<file path="src/rtl/truth_table_sweeper_pkg.sv">
// Shared types and sizes for the truth-table sweeper and its settle timer.
package truth_table_sweeper_pkg;

    localparam int unsigned N_VEC = 16;
    localparam int unsigned IDX_W = 4;
    localparam int unsigned CNT_W = 4;
    localparam int unsigned ERR_W = 5;

    typedef enum logic [1:0] {
        IDLE   = 2'd0,
        SETTLE = 2'd1,
        SAMPLE = 2'd2,
        FINISH = 2'd3
    } state_t;

endpackage

</file>
<file path="src/rtl/truth_table_sweeper_settle_timer.sv">
// Load/enable counter that flags the last cycle of a vector's settle interval.
module settle_timer
    import truth_table_sweeper_pkg::*;
#(
    parameter int unsigned SETTLE_CYCLES = 2
) (
    input  logic clk,
    input  logic rst,
    input  logic load,
    input  logic en,
    output logic expired_c
);

    logic [CNT_W-1:0] count;

    always_ff @(posedge clk) begin
        if (rst) begin
            count <= '0;
        end else if (load) begin
            count <= '0;
        end else if (en) begin
            count <= count + CNT_W'(1);
        end
    end

    // Count holds the number of settle cycles already spent, so the last one is SETTLE_CYCLES-1.
    assign expired_c = (count == CNT_W'(SETTLE_CYCLES - 1));

endmodule

</file>
<file path="src/rtl/truth_table_sweeper.sv">
// Exhaustive 4-input sweeper: drives all vectors, captures f, compares against a golden table.
module truth_table_sweeper
    import truth_table_sweeper_pkg::*;
#(
    parameter int unsigned SETTLE_CYCLES = 2
) (
    input  logic              clk,
    input  logic              rst,
    input  logic              start,
    input  logic              abort,
    input  logic [N_VEC-1:0]  expected,
    input  logic              f_in,
    output logic              a,
    output logic              b,
    output logic              c,
    output logic              d,
    output logic              busy,
    output logic              done,
    output logic [N_VEC-1:0]  table_out,
    output logic [ERR_W-1:0]  err_count,
    output logic [IDX_W-1:0]  first_err_idx,
    output logic              mismatch
);

    state_t             state;
    state_t             next_state;
    logic [IDX_W-1:0]   idx;
    logic [N_VEC-1:0]   exp_q;
    logic               accept;
    logic               sample;
    logic               advance;
    logic               tmr_load;
    logic               tmr_en;
    logic               expired_c;
    logic               hit_c;

    settle_timer #(
        .SETTLE_CYCLES(SETTLE_CYCLES)
    ) u_settle_timer (
        .clk       (clk),
        .rst       (rst),
        .load      (tmr_load),
        .en        (tmr_en),
        .expired_c (expired_c)
    );

    assign hit_c = f_in ^ exp_q[idx];

    always_ff @(posedge clk) begin
        if (rst) begin
            state <= IDLE;
        end else begin
            state <= next_state;
        end
    end

    // Next-state and per-cycle control strobes.
    always_comb begin
        next_state = state;
        accept     = 1'b0;
        sample     = 1'b0;
        advance    = 1'b0;
        tmr_load   = 1'b0;
        tmr_en     = 1'b0;
        case (state)
            IDLE: begin
                if (start && !abort) begin
                    accept     = 1'b1;
                    tmr_load   = 1'b1;
                    next_state = SETTLE;
                end
            end
            SETTLE: begin
                if (abort) begin
                    next_state = IDLE;
                end else begin
                    tmr_en = 1'b1;
                    if (expired_c) begin
                        next_state = SAMPLE;
                    end
                end
            end
            SAMPLE: begin
                if (abort) begin
                    next_state = IDLE;
                end else begin
                    sample = 1'b1;
                    if (idx == IDX_W'(N_VEC - 1)) begin
                        next_state = FINISH;
                    end else begin
                        advance    = 1'b1;
                        tmr_load   = 1'b1;
                        next_state = SETTLE;
                    end
                end
            end
            FINISH: begin
                next_state = IDLE;
            end
            default: begin
                next_state = IDLE;
            end
        endcase
    end

    // Vector drive, capture and compare registers.
    always_ff @(posedge clk) begin
        if (rst) begin
            idx           <= '0;
            exp_q         <= '0;
            {a, b, c, d}  <= 4'h0;
            busy          <= 1'b0;
            done          <= 1'b0;
            table_out     <= '0;
            err_count     <= '0;
            first_err_idx <= '0;
            mismatch      <= 1'b0;
        end else begin
            busy <= (next_state == SETTLE) || (next_state == SAMPLE);
            done <= (state == FINISH);
            if (accept) begin
                idx           <= '0;
                exp_q         <= expected;
                {a, b, c, d}  <= 4'h0;
                table_out     <= '0;
                err_count     <= '0;
                first_err_idx <= '0;
                mismatch      <= 1'b0;
            end
            if (sample) begin
                table_out[idx] <= f_in;
                if (hit_c) begin
                    err_count <= err_count + ERR_W'(1);
                    mismatch  <= 1'b1;
                    if (err_count == '0) begin
                        first_err_idx <= idx;
                    end
                end
            end
            if (advance) begin
                idx          <= idx + IDX_W'(1);
                {a, b, c, d} <= idx + IDX_W'(1);
            end
        end
    end

endmodule

</file>
<file path="config.mk">
export PLATFORM = sky130hd
export DESIGN_NAME = truth_table_sweeper
export DESIGN_NICKNAME = d
export VERILOG_FILES = /design/src/rtl/truth_table_sweeper_pkg.sv /design/src/rtl/truth_table_sweeper_settle_timer.sv /design/src/rtl/truth_table_sweeper.sv
export SDC_FILE = /design/constraint.sdc
export NUM_CORES = 1
export LEC_CHECK = 0
export ABC_AREA = 1
export ABC_CLOCK_PERIOD_IN_PS = 2200
export CAP_MARGIN = 20
export CORE_MARGIN = 10
export CORE_UTILIZATION = 50
export CTS_BUF_LIST = sky130_fd_sc_hd__clkbuf_16
export CTS_CLUSTER_SIZE = 10
export DETAILED_ROUTE_END_ITERATION = 16
export PLACE_DENSITY_LB_ADDON = 0.05
export REMOVE_ABC_BUFFERS = 1
export SLEW_MARGIN = 20
export SYNTH_ARGS = -nofsm -noshare
export SYNTH_HDL_FRONTEND = slang
export SYNTH_HIERARCHICAL = 1
export SYNTH_SLANG_ARGS = --single-unit
</file>
<file path="constraint.sdc">
create_clock -name clk -period 2.2 [get_ports clk]
set_input_delay 0.66 -clock clk [delete_from_list [all_inputs] [get_ports clk]]
set_output_delay 0.66 -clock clk [all_outputs]
set_load 0.03 [all_outputs]
</file>
Word-level counts from Yosys, hierarchy flattened:

Cells that the tools add are included.
Widths: inputs -> output; s select.

* memories kept: 0
* ROM bits: 0
* latch bits: 0
* word-level logic and storage cells: 75
* RAM bits: 0
* register bits: 58

* $add $sub $neg: 3
* multiply operators: 0
* reduce and logical (&&, ||, !) cells: 8
* shifts and indexed selects: 0
* div/mod/pow operators: 0
* muxes and demuxes: 40
* equal/unequal tests: 7
* $lt $le $gt $ge: 2
* bitwise gates (word level): 1

Operators by type and width (number)
* $mux 16: 3
* $mux 4: 6
* $mux 1: 18
* $bwmux 16: 1
* $mux 5: 3
* $mux 2: 5
* $add 4x1->4 const B: 2
* $pmux 2 s4: 1
* $eq 2x2->1 const B: 3
* $add 5x1->5 const B: 1
* $logic_not 5->1: 1
* $lt 4x5->1 const B: 1
* $bmux 1 s4: 1
* $demux 1 s4: 1
* $eq 2x1->1 const B: 2
* $eq 4x1->1 const B: 1
* $eq 4x4->1 const B: 1
* $ge 4x1->1 const B: 1
* $logic_and 1x1->1: 2
* $logic_not 2->1: 1
* $pmux 1 s2: 1
* $reduce_bool 2->1: 1
* $reduce_or 2->1: 1
* $logic_not 1->1: 1
* other kinds (2): 2

Logic depth before layout (Yosys ltp):

Gate-level depths: netlist of run 1.

* depth after elaboration: 8
* depth in mapped cells: 13
* depth with buffers taken out: 12

Cells and area by module:

Netlist of run 1, hierarchy kept.

By module, submodules not included
* truth_table_sweeper: instances 1, cells an instance 319, area each 2313.5 um2, sequential area each 1001.0 um2
* settle_timer: instances 1, cells an instance 24, area each 186.4 um2, sequential area each 80.1 um2

Worst setup path after synthesis of run 1:

OpenSTA, ideal clock, no wires.

* path type: reg2reg
* start point: register, netlist name c
* end point: register u_settle_timer.count[1]
* setup slack: 388 ps
* data arrival time: 1742 ps
* clock period less this slack: 1812 ps
* setup time: 70 ps
* data required time: 2130 ps
* path buffers: 0
* stages on the path, launching flop included: 12
* cells stage by stage: dfxtp_1 > ha_1 > inv_1 > nor2_1 > inv_1 > nand2_1 > inv_1 > nor2_1 > inv_1 > nor2_1 > o21ai_0 > a21oi_1

RTL lines
* end signal: assignment: line truth_table_sweeper_settle_timer.sv:22 `count <= count + CNT_W'(1);`
* end: declaration: line truth_table_sweeper_settle_timer.sv:14 `logic [CNT_W-1:0] count;`

Worst setup path after layout of run 1:

* start point: register d
* end point: output port d

RTL lines
* start: declaration: line truth_table_sweeper.sv:16 `output logic d,`
* start signal: assignment: line truth_table_sweeper.sv:142 `{a, b, c, d} <= idx + IDX_W'(1);`

No word-level cell between the ends.

==> impl_metrics.json, run 1 <==
{
  "syn2layout_area_growth_pct": 32.9,
  "grt_pass1_wl_um": 10200,
  "hpwl_um": 4470,
  "synth-edff-count": 0,
  "p_clk_share_pct": 38.6,
  "worst_path_largest_cell_delay_ps": 730,
  "start_kind": "register",
  "cp_cell_sequence": "clkdlybuf4s50_1",
  "combPwrFrac_pct": 8.6,
  "path_buf_inv": 1,
  "setup_tns_ps": 0,
  "switching_power_mw": 0.429,
  "cts_num_sinks": 54,
  "clkTransAtPathRegs_ps": 60,
  "period_minus_slack_ps": 2150,
  "leakage_nw": 1.38,
  "internal-power_mw": 1.48,
  "drt_iter0_drc": 129,
  "total_power_mw": 1.91,
  "port_buffers": 52,
  "critPathKind": "register to output port",
  "grt_pass1_vias": 2264,
  "use_met3_pct": 4.82,
  "status": "completed",
  "crit_arrival_ps": 1490,
  "drv_cap": 0,
  "post-route-util_pct": 69.4,
  "cts_buffers": 5,
  "routed_wl_um": 6090,
  "synth-seq-cells": 54,
  "setup_viol": 0,
  "start_util_pct": 52.2,
  "antenna_found_initial": 0,
  "grt_max_degree": 30,
  "insertion_delay_ps": 290,
  "firstDrtPassIters": 4,
  "die_x_um": 90.7,
  "max_freq_mhz": 465,
  "dpl_worst_slack_ps": -105,
  "switching_share_pct": 22.4,
  "required_ps": 1540,
  "holdWs_ps": 451,
  "ys_types": 29,
  "insertedDiodeCount": 0,
  "wl_per_cell_um": 12.8,
  "placed_cells": 469,
  "dr_total_vias": 2363,
  "synth_area_leaders": "dfxtp_1 43%, nand2_1 8.4%, a21oi_1 7.4%, nor2_1 7.2%, inv_1 6.5%",
  "rsz0062_at_grt": "no",
  "place_congestion": 0.791,
  "finalMaxSlewViolations": 0,
  "layout.cells.non_filler": 476,
  "num_rows": 25,
  "finalClockSkew_ps": 5.34,
  "drc": 0,
  "ys_seq_area_share_pct": 43.2,
  "design.die.area_um2": 8230,
  "hold_path_class": "register to register",
  "peakVddDrop_uv": 478,
  "ys_async_sr_fraction_pct": 0,
  "critPathCaptureType": "output port",
  "finalInstanceArea_um2": 3320,
  "p_per_area_nw_per_um2": 576,
  "grtUsageMet1_pct": 17.3,
  "grt_overflow_total": 0,
  "post-cts-setup-buffer-count": 0,
  "root_buffer": "clkbuf_16",
  "antenna_left": 0,
  "drive_gt1_share_pct": 7.82,
  "clockBufferDepth": 2,
  "fin_crit_sh_pct": 97.8,
  "synthCells": 343,
  "place_area_um2": 3190,
  "finalWorstSetupSlack_ps": 49.0,
  "ys.flop_type": "dfxtp_1",
  "critPathMaxFanout": 7,
  "synth_top_cell_area_share_pct": 43.2,
  "nets": 438,
  "avgViaCountPerCell": 4.96,
  "synth_area_um2": 2500,
  "yosys_warnings": 6,
  "yosys.area.top_type": "dfxtp_1",
  "grtUsageTotal_pct": 14.6,
  "grt-busiest-layer": "met2",
  "htreeDepth": 2,
  "path_delay_family": "buffers and inverters",
  "cts_tree": "done",
  "hold_viol": 0,
  "slowest_stage": "clkdlybuf4s50_1",
  "synth.avg_cell_area_um2": 7.29,
  "grtUsageMet2_pct": 23.9,
  "ioPinCount": 53,
  "worst_slew_pin_slew_ps": 563,
  "share_seq_of_total_power_pct": 52.8,
  "slew_headroom_pct": 62.1,
  "die_h_um": 90.7,
  "core_um2": 4790
}
registers in the layout, indices dropped and copies added, names as in the netlist, 2 cells and up:
name,cells
first_err_idx,4
table_out,16
u_settle_timer/count,4
exp_q,16
state,2
err_count,5
per-layer routing:
metal  share of wire [%]  routed length, um
met3                 5.3                323
met1                  46               2830
met2                  47               2870
met4                 1.1                 68
met5                   0                  0
logic make-up (layout without fill, tap and decap cells):
logic type	Yosys count	count (layout)	synth area share (%)
and+or+nand+nor	131	131	22.2
DFF	54	54	43.2
xor gates and xnor gates	4	4	1.40
AOI/OAI and AO/OA	85	85	19.2
adders and majority gates	8	8	4.00
buffers and inverters	61	127	9.91
layout make-up:
class,count,area [um2]
clock buffer,5,125
fill,426,1460
inverter,48,180
timing repair buffer,72,673
clock inverter,2,7.51
sequential,54,1080
tap,67,83.8
multi-input combinational,228,1170
path summary, 6_finish.rpt:
check	startpoint	endpoint	slack [ps]	cells after the start
setup / recovery	d	d	50	1
hold / removal	exp_q[9]	exp_q[9]	450	2
setup reg to reg	d	u_settle_timer/count[0]	310	12
hold reg to reg	exp_q[9]	exp_q[9]	450	2
power by group through the flow:
stage	Clock [mW]	Sequential, mW	Combinational (mW)
3_5_place_dp	0	1.03	0.164
4_1_cts	0.750	1.01	0.165
6_report	0.738	1.01	0.164
3_3_place_gp	0	1.03	0.161
5_1_grt	0.796	1.01	0.182
2_1_floorplan	0	1.03	0.0773
cells in the mapped netlist, drive strengths merged, types with 3 or more instances:
| master | count |
|---|---|
| nor2 | 50 |
| xor2 | 4 |
| a22oi | 3 |
| buf | 6 |
| nand3 | 13 |
| nand2 | 57 |
| a211oi | 13 |
| clkinv | 3 |
| clkbuf | 7 |
| ha | 8 |
| a311oi | 3 |
| o21ai | 27 |
| inv | 45 |
| dfxtp | 54 |
| a21oi | 37 |
| nand4 | 5 |
| nor3 | 4 |
cells in the final DEF, fill, tap and decap left out, types with 2 or more instances in the layout:
master           synthesis  final
nand2_1                 56     56
dfxtp_1                 54     54
clkdlybuf4s50_1          0     51
nor2_1                  48     48
inv_1                   43     45
a21oi_1                 37     37
o21ai_0                 26     26
buf_4                    0     20
a211oi_1                13     13
nand3_1                 12     12
ha_1                     8      8
nand4_1                  5      5
clkbuf_16                0      5
xor2_1                   4      4
clkinv_1                 3      3
nor3_1                   3      3
a22oi_1                  3      3
a311oi_1                 3      3
inv_2                    2      2
nor2_2                   2      2
what timing repair did:
| action | in CTS | in global routing |
|---|---|---|
| setup endpoints to repair | 0 | 1 |
| hold buffers | 0 | 0 |
| hold endpoints to repair | 0 | 0 |
| resized for setup | 0 | 1 |
(Power assumes the default switching activity.)
==> run 2, diff against run 1 <==
--- a/config.mk
+++ b/config.mk
@@ -14,7 +14,6 @@
 export CTS_CLUSTER_SIZE = 10
 export DETAILED_ROUTE_END_ITERATION = 16
 export PLACE_DENSITY_LB_ADDON = 0.05
-export REMOVE_ABC_BUFFERS = 1
 export SLEW_MARGIN = 20
 export SYNTH_ARGS = -nofsm -noshare
 export SYNTH_HDL_FRONTEND = slang
==> impl_metrics.json, run 2 (synthesis results as in run 1) <==
{
  "grt-busiest-layer": "met2",
  "leakage_nw": 1.38,
  "slowest_stage": "clkdlybuf4s50_1",
  "num_rows": 25,
  "antenna_left": 0,
  "layout.cells.non_filler": 473,
  "antenna_found_initial": 0,
  "slew_headroom_pct": 67.1,
  "die_h_um": 90.7,
  "worstHoldEndpoint": "exp_q[15]",
  "critPathKind": "register to output port",
  "timing.rr.end": "u_settle_timer/count[1]",
  "drv_cap": 0,
  "drive_gt1_share_pct": 7.14,
  "max_freq_mhz": 473,
  "insertedDiodeCount": 0,
  "grt_overflow_total": 0,
  "reg2reg_slack_ps": 310,
  "placed_cells": 466,
  "start_util_pct": 52.2,
  "root_buffer": "clkbuf_16",
  "routed_wl_um": 6030,
  "port_buffers": 52,
  "r2r-start": "d",
  "clockBufferDepth": 2,
  "ioPinCount": 53,
  "cp_cell_sequence": "clkdlybuf4s50_1",
  "hold_path_class": "register to register",
  "grt_pass1_vias": 2330,
  "use_met3_pct": 3.91,
  "syn2layout_area_growth_pct": 32.4,
  "worst_path_largest_cell_delay_ps": 720,
  "setup_viol": 0,
  "avgViaCountPerCell": 5.04,
  "finalClockSkew_ps": 4.60,
  "dpl_worst_slack_ps": -84.6,
  "drc": 0,
  "crit_arrival_ps": 1460,
  "setup_tns_ps": 0,
  "cts_tree": "done",
  "p_per_area_nw_per_um2": 575,
  "drt_iter0_drc": 127,
  "firstDrtPassIters": 4,
  "htreeDepth": 2,
  "place_congestion": 0.764,
  "cts_buffers": 5,
  "hpwl_um": 4350,
  "nets": 435,
  "die_x_um": 90.7,
  "critPathCaptureType": "output port",
  "fin_crit_sh_pct": 96.1,
  "hold_start": "exp_q[15]",
  "grt_pass1_wl_um": 10500,
  "clkTransAtPathRegs_ps": 70,
  "status": "completed",
  "grt_max_degree": 33,
  "finalMaxSlewViolations": 0,
  "cts_num_sinks": 54,
  "grtUsageMet2_pct": 25.0,
  "path_delay_family": "buffers and inverters",
  "final_common_cell": "nand2_1",
  "peakVddDrop_uv": 401,
  "wl_per_cell_um": 12.8,
  "critPathMaxFanout": 6,
  "grtUsageMet1_pct": 17.9,
  "synth_fp_nets": 372,
  "worst_slew_pin_slew_ps": 490,
  "hold_viol": 0,
  "period_minus_slack_ps": 2120,
  "required_ps": 1540,
  "reg2regPathDepth": 12,
  "grtUsageTotal_pct": 14.8,
  "whs_path_depth": 2,
  "final_cell_mix": "56 x nand2_1, 54 x dfxtp_1, 50 x clkdlybuf4s50_1",
  "rsz0062_at_grt": "no",
  "insertion_delay_ps": 280,
  "path_buf_inv": 1,
  "largestRegisters": "exp_q x16, table_out x16, err_count x5",
  "finalWorstSetupSlack_ps": 84.8,
  "core_um2": 4790,
  "design.die.area_um2": 8230,
  "start_kind": "register",
  "dr_total_vias": 2383
}
==> run 2: cell types whose count changed in the layout (fill, tap and decap cells not counted) <==
cell / before / now
buf_4: 20 / 16
clkdlybuf4s50_1: 51 / 50
dlygate4sd2_1: 0 / 1
buf_12: 0 / 1
==> run 2: area by class of cell <==
class | instances | area [um2]
clock buffers | 5 | 125
clock inverters | 2 | 7.51
fillers | 436 | 1480
inverters | 48 | 180
multi-input cells | 228 | 1170
flip-flops and latches | 54 | 1080
well taps | 67 | 83.8
repair buffers | 69 | 662
==> run 2: through the flow <==
stage	util (%)	hold WS, ps	instance area [um2]	total power [mW]
after floorplan	-	429	2500	1.12
after global placement	66.4	440	3180	1.19
after detailed placement	66.4	445	3180	1.20
after CTS	69.1	455	3310	1.92
after global routing	69.2	483	3310	1.99
final	69.2	451	3310	1.91
==> run 2: what timing repair did <==
item,4_1_cts,5_1_grt
hold buffers,0,0
setup buffers,0,0
endpoints found under the setup margin,1,1
gates resized for setup,1,1
==> run 2: power breakdown <==
part	switching (mW)	internal, mW	leakage, nW
Sequential	0.00758	1.00	0.438
Combinational	0.0919	0.0736	0.866
Clock	0.322	0.408	0.0723
==> run 2: worst max-delay path by stage <==
stage	end	from	slack, ps	cells past startpoint
floorplan	u_settle_timer/count[1]	c	390	11
global placement	table_out[8]	abort	-50	6
detailed placement	table_out[8]	abort	-80	6
CTS	b	b	40	1
global route	c	c	30	1
finish	c	c	80	1
==> run 2: per-layer routing <==
layer | share of wire, % | wire (um)
met4 | 1.2 | 71
met3 | 5.7 | 342
met1 | 45 | 2750
met2 | 48 | 2870
met5 | 0 | 0
